[src/rtl/fifo_wr_arbiter.sv]
// Round-robin, packet-aware arbiter sharing the dual-clock FIFO write port
// between several valid/ready producers in the write-clock domain.
module fifo_wr_arbiter #(
  parameter int unsigned n_req     = 4,
  parameter int unsigned id_size   = 2,
  parameter int unsigned data_size = 8,
  parameter int unsigned max_burst = 4
) (
  input  logic                          wr_clk,
  input  logic                          rst,
  input  logic [n_req-1:0]              req_valid,
  input  logic [n_req-1:0]              req_last,
  input  logic [n_req*data_size-1:0]    req_data,
  output logic [n_req-1:0]              req_ready,
  input  logic                          fifo_full,
  output logic                          fifo_wr_en,
  output logic [data_size-1:0]          fifo_data,
  output logic [id_size-1:0]            grant_id,
  output logic                          busy
);

  localparam int unsigned cnt_w = 4;
  localparam logic [cnt_w-1:0] beat_max = cnt_w'(max_burst - 1);

  typedef enum logic {IDLE = 1'b0, BURST = 1'b1} state_t;

  state_t               state_q, state_d;
  logic [id_size-1:0]   grant_q, grant_d;
  logic [id_size-1:0]   last_q, last_d;
  logic [cnt_w-1:0]     beat_q, beat_d;

  logic                 g_valid, g_last;
  logic [data_size-1:0] g_data;
  logic                 beat_c;
  logic                 hi_found, lo_found;
  logic [id_size-1:0]   hi_pick, lo_pick;

  // State register
  always_ff @(posedge wr_clk or negedge rst) begin
    if (!rst) begin
      state_q <= IDLE;
      grant_q <= '0;
      last_q  <= id_size'(n_req - 1);
      beat_q  <= '0;
    end else begin
      state_q <= state_d;
      grant_q <= grant_d;
      last_q  <= last_d;
      beat_q  <= beat_d;
    end
  end

  // Mux out the currently granted source
  always_comb begin
    g_valid = 1'b0;
    g_last  = 1'b0;
    g_data  = '0;
    for (int unsigned i = 0; i < n_req; i++) begin
      if (grant_q == id_size'(i)) begin
        g_valid = req_valid[i];
        g_last  = req_last[i];
        g_data  = req_data[i*data_size +: data_size];
      end
    end
  end

  assign beat_c = (state_q == BURST) && g_valid && !fifo_full;

  // Round-robin search: lowest index above last_q wins, else wrap to lowest overall
  always_comb begin
    hi_found = 1'b0;
    lo_found = 1'b0;
    hi_pick  = '0;
    lo_pick  = '0;
    for (int i = int'(n_req) - 1; i >= 0; i--) begin
      if (req_valid[i]) begin
        if (id_size'(i) > last_q) begin
          hi_found = 1'b1;
          hi_pick  = id_size'(i);
        end else begin
          lo_found = 1'b1;
          lo_pick  = id_size'(i);
        end
      end
    end
  end

  // Next-state logic
  always_comb begin
    state_d = state_q;
    grant_d = grant_q;
    last_d  = last_q;
    beat_d  = beat_q;
    case (state_q)
      IDLE: begin
        if (hi_found || lo_found) begin
          grant_d = hi_found ? hi_pick : lo_pick;
          beat_d  = '0;
          state_d = BURST;
        end
      end
      BURST: begin
        if (beat_c) begin
          beat_d = beat_q + cnt_w'(1);
          if (g_last || (beat_q == beat_max)) begin
            state_d = IDLE;
            last_d  = grant_q;
          end
        end
      end
      default: state_d = IDLE;
    endcase
  end

  // Output logic: only the granted source sees ready, data is zero outside a burst
  always_comb begin
    req_ready  = '0;
    fifo_wr_en = 1'b0;
    fifo_data  = '0;
    if (state_q == BURST) begin
      fifo_wr_en = beat_c;
      fifo_data  = g_data;
      for (int unsigned i = 0; i < n_req; i++) begin
        req_ready[i] = (grant_q == id_size'(i)) && !fifo_full;
      end
    end
  end

  assign grant_id = grant_q;
  assign busy     = (state_q == BURST);

endmodule

[config.mk]
export PLATFORM = sky130hd
export DESIGN_NAME = fifo_wr_arbiter
export DESIGN_NICKNAME = d
export VERILOG_FILES = /design/src/rtl/fifo_wr_arbiter.sv
export SDC_FILE = /design/constraint.sdc
export NUM_CORES = 1
export LEC_CHECK = 0
export ABC_AREA = 1
export BUFFER_PORTS_ARGS = -buffer_cell sky130_fd_sc_hd__buf_2
export CORE_MARGIN = 2
export CORE_UTILIZATION = 42
export DETAILED_ROUTE_END_ITERATION = 10
export GPL_ROUTABILITY_DRIVEN = 0
export PLACE_DENSITY_LB_ADDON = 0.1
export SLEW_MARGIN = 20
export SYNTH_ARGS = -nofsm -noshare
export SYNTH_HDL_FRONTEND = slang
export SYNTH_SLANG_ARGS = --single-unit
export TNS_END_PERCENT = 20
[constraint.sdc]
create_clock -name wr_clk -period 1.4 [get_ports wr_clk]
set_input_delay 0.14 -clock wr_clk [delete_from_list [all_inputs] [get_ports wr_clk]]
set_output_delay 0.14 -clock wr_clk [all_outputs]
set_load 0.02 [all_outputs]
==> results.yml, run 1 <==
worst_setup_path:
  cp.required_ns: 1.26
  path_class: "flop to primary output"
  crit_path_end_kind: "primary output"
  critical-path-slowest-cell: "dfrtp_2"
  path_delay_family: "flip-flops"
  path_buf_inv: 3
  crit_fanout: 4
  path_common_cell: "buf_6"
  arrival_ns: 1.46
  worstPathCellList: "buf_6 > inv_4 > nand3b_1 > o2111ai_2 > a21oi_2 > buf_6"
  crit_path_start_kind: "flop"
  max_stage_delay_ns: 0.43
routing:
  drtIter0Drc: 33
  via_per_inst: 5.082
  drt-pass1-iter-count: 4
  routedWlPerCell_um: 12.24
  route.vias.total: 1362
  finalWirelength_mm: 3.280
  drc: 0
  antenna_left: 0
sta:
  clock-skew-final_ns: 0.001129
  finalCriticalPeriod_ns: 1.601
  fin_crit_sh_pct: 114.3
  max_freq_mhz: 624.7
  setup_viol: 17
  rsz0062_at_grt: "true"
  max_slew.worst_pin.slew_ns: 0.3142
  maxSlewViolCount: 0
  final-hold-violation-count: 0
  maxSlewHeadroom_pct: 79.03
  fin_ws_ns: -0.2008
  hold_ws_ns: 0.2430
layout:
  diodes: 0
  final_util_pct: 74.49
  fin_nets: 285
  finalNonFillerCells: 268
  drive_gt1_share_pct: 49.17
  syn_to_final_growth_pct: 72.14
outcome:
  run_status: "finished with violations"
  violations: "setup timing"
synthesis:
  avgSynthCellArea_um2: 5.921
  syn_nets: 201
  ys_seq_area_share_pct: 24.50
  ys_ff_latch: 9
  synth_cells: 157
  synthesis.area_um2: 929.6
  ys_types: 25
  synth_warnings: 0
grt:
  overflow: 0
  antenna_found_initial: 0
  grt_pass1_vias: 1125
  grtUsageTotal_pct: 24.49
  grt_first_pass_wirelength_mm: 4.836
  grt_max_degree: 11
cts:
  clkSlewWorstSetupHoldPaths_ns: 0.06
  htreeDepth: 1
  clockRootBuffer: "clkbuf_4"
  cts.sinks: 9
  clkLatencyLatePin_ns: 0.27
  cts_buffers: 3
  clockBufferDepth: 2
  cts_tree: "done"
floorplanning:
  die-area_um2: 2606
  die_w_um: 51.05
  rows: 17
  initial_core_util_pct: 43.27
  core_um2: 2148
  io_pins: 59
  die_h_um: 51.05
place:
  port_buffers: 58
  preCtsSetupSlack_ns: -0.01669
  place_inst: 253
  dp_hpwl_mm: 2.208
power:
  pwr-share-seq_pct: 15.3
  power.leakage_nw: 0.8938
  peakVddDrop_mv: 1.144
  intPower_w: 0.001716
  switching_share_pct: 50.52
  switchingPower_w: 0.001752
  cellPowerDensity_nw_per_um2: 2167
  finalPower_w: 0.003468
  p_comb_share_pct: 78.6
  p_clk_share_pct: 6.1
run:
  maxCapViolations: 0
worst_hold_path:
  min_path_type: "input port to async pin"
## sequential cells by signal, summed over array words and instances, names as in the netlist
signal    count
busy          1
last_q        2
grant_id      2
beat_q        4
## final cells by class
| class | instances | area [um2] |
|---|---|---|
| clock buffer | 4 | 26.28 |
| timing repair buffer | 81 | 529.3 |
| timing repair inverter | 1 | 6.256 |
| fill | 171 | 548.0 |
| tap | 28 | 35.03 |
| multi-input combinational | 126 | 684.4 |
| sequential | 9 | 230.2 |
| inverter | 19 | 88.84 |
## layout by cell type, fill, tap and decap left out, types with 2 or more instances in the layout
cell type and instances:
o21ai_2 2, buf_4 20, buf_2 49, o221ai_1 2
dfrtp_1 5, inv_4 3, inv_1 14, nor3_4 2
o21ai_0 6, clkbuf_4 3, nor2_1 13, a21oi_2 4
nand2_1 48, nand2_4 3, a21oi_1 4, buf_6 11
nand2_2 9, o211ai_1 2, dfrtp_2 2, o21ai_1 7
dfstp_2 2, nand3_1 13
## power groups by stage
stage | Clock [W] | Combinational (W) | Sequential, W
after global routing | 0.000219 | 0.00294 | 0.000547
after global placement | 0 | 0.00199 | 0.000492
after floorplan | 0 | 0.00130 | 0.000528
after detailed placement | 0 | 0.00202 | 0.000500
final | 0.000211 | 0.00273 | 0.000531
after CTS | 0.000214 | 0.00246 | 0.000519
## routing by layer
layer	up-vias	GRT usage [%]	wire length [um]
li1	678	-	-
met3	6	2.339	271
met4	0	10.36	59
met1	606	29.72	1340
met2	72	43.72	1610
met5	-	0	0
## what timing repair did
action / in CTS / in global routing
hold buffers: 1 / 0
setup buffers: 5 / 4
hold endpoints to repair: 9 / 0
cloned: 1 / 0
pin swaps: 6 / 10
resized for setup: 38 / 20
setup endpoints to repair: 14 / 22
## metrics by stage
stage | TNS [ns] | instance area, um2
6_report | -2.078 | 1600
5_1_grt | -3.348 | 1600
3_3_place_gp | 0 | 1333
3_5_place_dp | -0.03019 | 1333
4_1_cts | -1.775 | 1509
2_1_floorplan | -0.2959 | 937.1
## worst paths after layout
check	startpoint	end	slack [ns]	depth (start not counted)
min in group wr_clk	req_valid[1]	grant_id[1]	0.25	4
max reg2reg	grant_id[0]	beat_q[2]	-0.09	8
min	rst	beat_q[0]	0.24	2
min reg2reg	last_q[0]	last_q[0]	0.49	2
max	grant_id[0]	fifo_data[6]	-0.20	6
max in group asynchronous	rst	last_q[1]	0.92	2
## cell usage after synthesis
cell	n	area, um2
o21ai_0	15	75.07
a21oi_2	1	8.760
o2111ai_1	1	8.760
nand2_1	56	210.2
buf_2	1	5.000
nand2_4	1	11.26
nand3b_1	1	7.510
buf_6	2	22.52
o211ai_1	2	15.01
nand2_2	3	18.77
ha_1	1	12.51
xnor2_1	1	8.760
xor2_1	1	8.760
o221ai_1	2	17.52
dfstp_2	2	52.55
inv_2	5	18.77
dfrtp_1	7	175.2
nor2_1	15	56.30
nor3_1	2	10.01
nor3_4	1	16.27
inv_1	14	52.55
and2_1	1	6.260
or2_2	1	6.260
nand3_1	14	70.07
a21oi_1	7	35.03
## kinds of logic after synthesis
logic type / count (synthesis) / share of synthesized area, %
AND/OR/NAND/NOR: 95 / 44.42
adder cells (fa/ha/maj): 1 / 1.346
AO/OA/AOI/OAI: 28 / 17.23
buffers and inverters: 22 / 10.63
XOR/XNOR: 2 / 1.885
flip-flops: 9 / 24.50
No activity file was read; power rests on OpenSTA's default activity.
==> run 2: changes to the inputs <==
--- a/config.mk
+++ b/config.mk
@@ -6,7 +6,8 @@
 export NUM_CORES = 1
 export LEC_CHECK = 0
 export ABC_AREA = 1
-export BUFFER_PORTS_ARGS = -buffer_cell sky130_fd_sc_hd__buf_2
+export BUFFER_PORTS_ARGS = -buffer_cell sky130_fd_sc_hd__clkbuf_2
+export CAP_MARGIN = 20
 export CORE_MARGIN = 2
 export CORE_UTILIZATION = 42
 export DETAILED_ROUTE_END_ITERATION = 10
==> run 2 against run 1 <==
Compared with the run above: the flow still finishes with violations (setup timing); maximum frequency fell by 4.2%; die area did not move; via count decreased by 0.73%; register-to-register slack about the same; clock skew is 0.00067 ns higher; critical endpoint is now fifo_data[2].
==> results.yml, run 2 (synthesis gave the netlist of run 1 again) <==
grt:
  grt_first_pass_wirelength_mm: 4.754
  antenna_found_initial: 0
  overflow: 0
  grt_pass1_vias: 1142
  grtUsageTotal_pct: 23.59
  grt_max_degree: 11
cts:
  htreeDepth: 1
  clkSlewWorstSetupHoldPaths_ns: 0.06
  cts_buffers: 3
  cts.sinks: 9
  cts_tree: "done"
  clkLatencyLatePin_ns: 0.26
  clockBufferDepth: 2
  clockRootBuffer: "clkbuf_4"
floorplanning:
  initial_core_util_pct: 43.27
  core_um2: 2148
  rows: 17
  die_h_um: 51.05
  die-area_um2: 2606
  io_pins: 59
  die_w_um: 51.05
layout:
  largest_register: "beat_q"
  diodes: 0
  final_util_pct: 75.36
  drive_gt1_share_pct: 52.12
  syn_to_final_growth_pct: 74.16
  fin_nets: 281
  mostFrequentLayoutCells: "nand2_1, clkbuf_2, buf_4"
  largest_reg_flops: 4
  fillers: 177
sta:
  maxSlewHeadroom_pct: 79.80
  final-hold-violation-count: 0
  clock-skew-final_ns: 0.001796
  maxSlewViolCount: 0
  rsz0062_at_grt: "true"
  fin_ws_ns: -0.2709
  setup_viol: 17
  max_slew.worst_pin.slew_ns: 0.3027
  fin_crit_sh_pct: 119.4
  finalCriticalPeriod_ns: 1.671
  max_freq_mhz: 598.5
worst_setup_path:
  arrival_ns: 1.53
  path_class: "flop to primary output"
  crit_path_end_kind: "primary output"
  r2r_end: "beat_q[2]"
  reg2reg_slack_ns: -0.08
  crit_start: "grant_id[0]"
  crit_end: "fifo_data[2]"
  cp.required_ns: 1.26
  reg2reg_depth: 8
  crit_path_start_kind: "flop"
  crit_fanout: 5
  reg2reg_from: "grant_id[0]"
power:
  finalPower_w: 0.003525
  cellPowerDensity_nw_per_um2: 2177
  peakVddDrop_mv: 1.388
  p_clk_share_pct: 5.7
  switchingPower_w: 0.001793
  pwr-share-seq_pct: 15.3
  intPower_w: 0.001732
  power.leakage_nw: 0.8928
  p_comb_share_pct: 79.0
  switching_share_pct: 50.87
routing:
  via_per_inst: 5.121
  drc: 0
  routedWlPerCell_um: 12.63
  finalWirelength_mm: 3.335
  drtIter0Drc: 30
  antenna_left: 0
  drt-pass1-iter-count: 4
  route.vias.total: 1352
worst_hold_path:
  min_path_type: "input port to async pin"
run:
  maxCapViolations: 0
outcome:
  violations: "setup timing"
  run_status: "finished with violations"
place:
  port_buffers: 58
  dp_hpwl_mm: 2.373
==> run 2: changes by cell type in the layout (fill, tap and decap cells not counted), sizes merged <==
cell,change
inv,-1
buf,-51
clkbuf,+48
==> run 2: worst min path at each step <==
stage	from	to	slack, ns	depth (start not counted)
global route	rst	beat_q[2]	0.28	2
CTS	rst	beat_q[2]	0.27	2
finish	rst	beat_q[0]	0.27	2
floorplan	rst	beat_q[0]	-0.16	0
global placement	rst	beat_q[2]	0.004	1
detailed placement	rst	beat_q[3]	0.003	1
==> run 2: layer usage <==
layer / vias up / GRT usage [%] / routed length [um]
li1: 675 / - / -
met1: 598 / 26.51 / 1251
met2: 63 / 43.07 / 1687
met3: 16 / 2.339 / 229
met4: 0 / 13.06 / 167
met5: - / 0 / 0
==> run 2: what timing repair did <==
item,CTS,global route
setup endpoints to repair,16,22
hold buffers,1,0
gates resized for setup,25,53
endpoints found under the hold margin,9,0
pin swaps,8,10
buffers inserted,5,2
==> run 2: critical path: stages (launching register included) <==
cell	delay [ns]
dfrtp_2	0.44
buf_4	0.16
nor2_4	0.16
nand2_1	0.09
nand3_1	0.09
o211ai_1	0.10
inv_1	0.09
clkbuf_8	0.14
==> run 2: power by group through the flow <==
stage          Clock (W)  Combinational (W)  Sequential (W)
6_report        0.000200            0.00279        0.000539
4_1_cts         0.000202            0.00234        0.000508
5_1_grt         0.000217            0.00301        0.000553
3_3_place_gp           0            0.00196        0.000495
3_5_place_dp           0            0.00202        0.000507
2_1_floorplan          0            0.00130        0.000528
==> run 2: per-stage QoR <==
step	setup TNS (ns)	instances	instance area [um2]	hold WS [ns]	setup slack, ns
after floorplan	-0.2959	157	937.1	-0.1556	-0.07939
final	-2.358	264	1619	0.2677	-0.2709
after detailed placement	-0.2040	252	1325	0.002968	-0.05663
after CTS	-2.136	262	1469	0.2680	-0.2402
after global placement	-0.05986	252	1325	0.003927	-0.03369
after global routing	-3.658	264	1619	0.2815	-0.3354
==> run 2: area by class of cell <==
type / count / area (um2) / share of cell area [%]
Clock buffer: 4 / 26.28 / 1.623
Inverter: 19 / 81.33 / 5.023
Timing Repair Buffer: 78 / 520.5 / 32.15
Multi-Input combinational cell: 126 / 725.7 / 44.82
Sequential cell: 9 / 230.2 / 14.22
Tap cell: 28 / 35.03 / 2.164
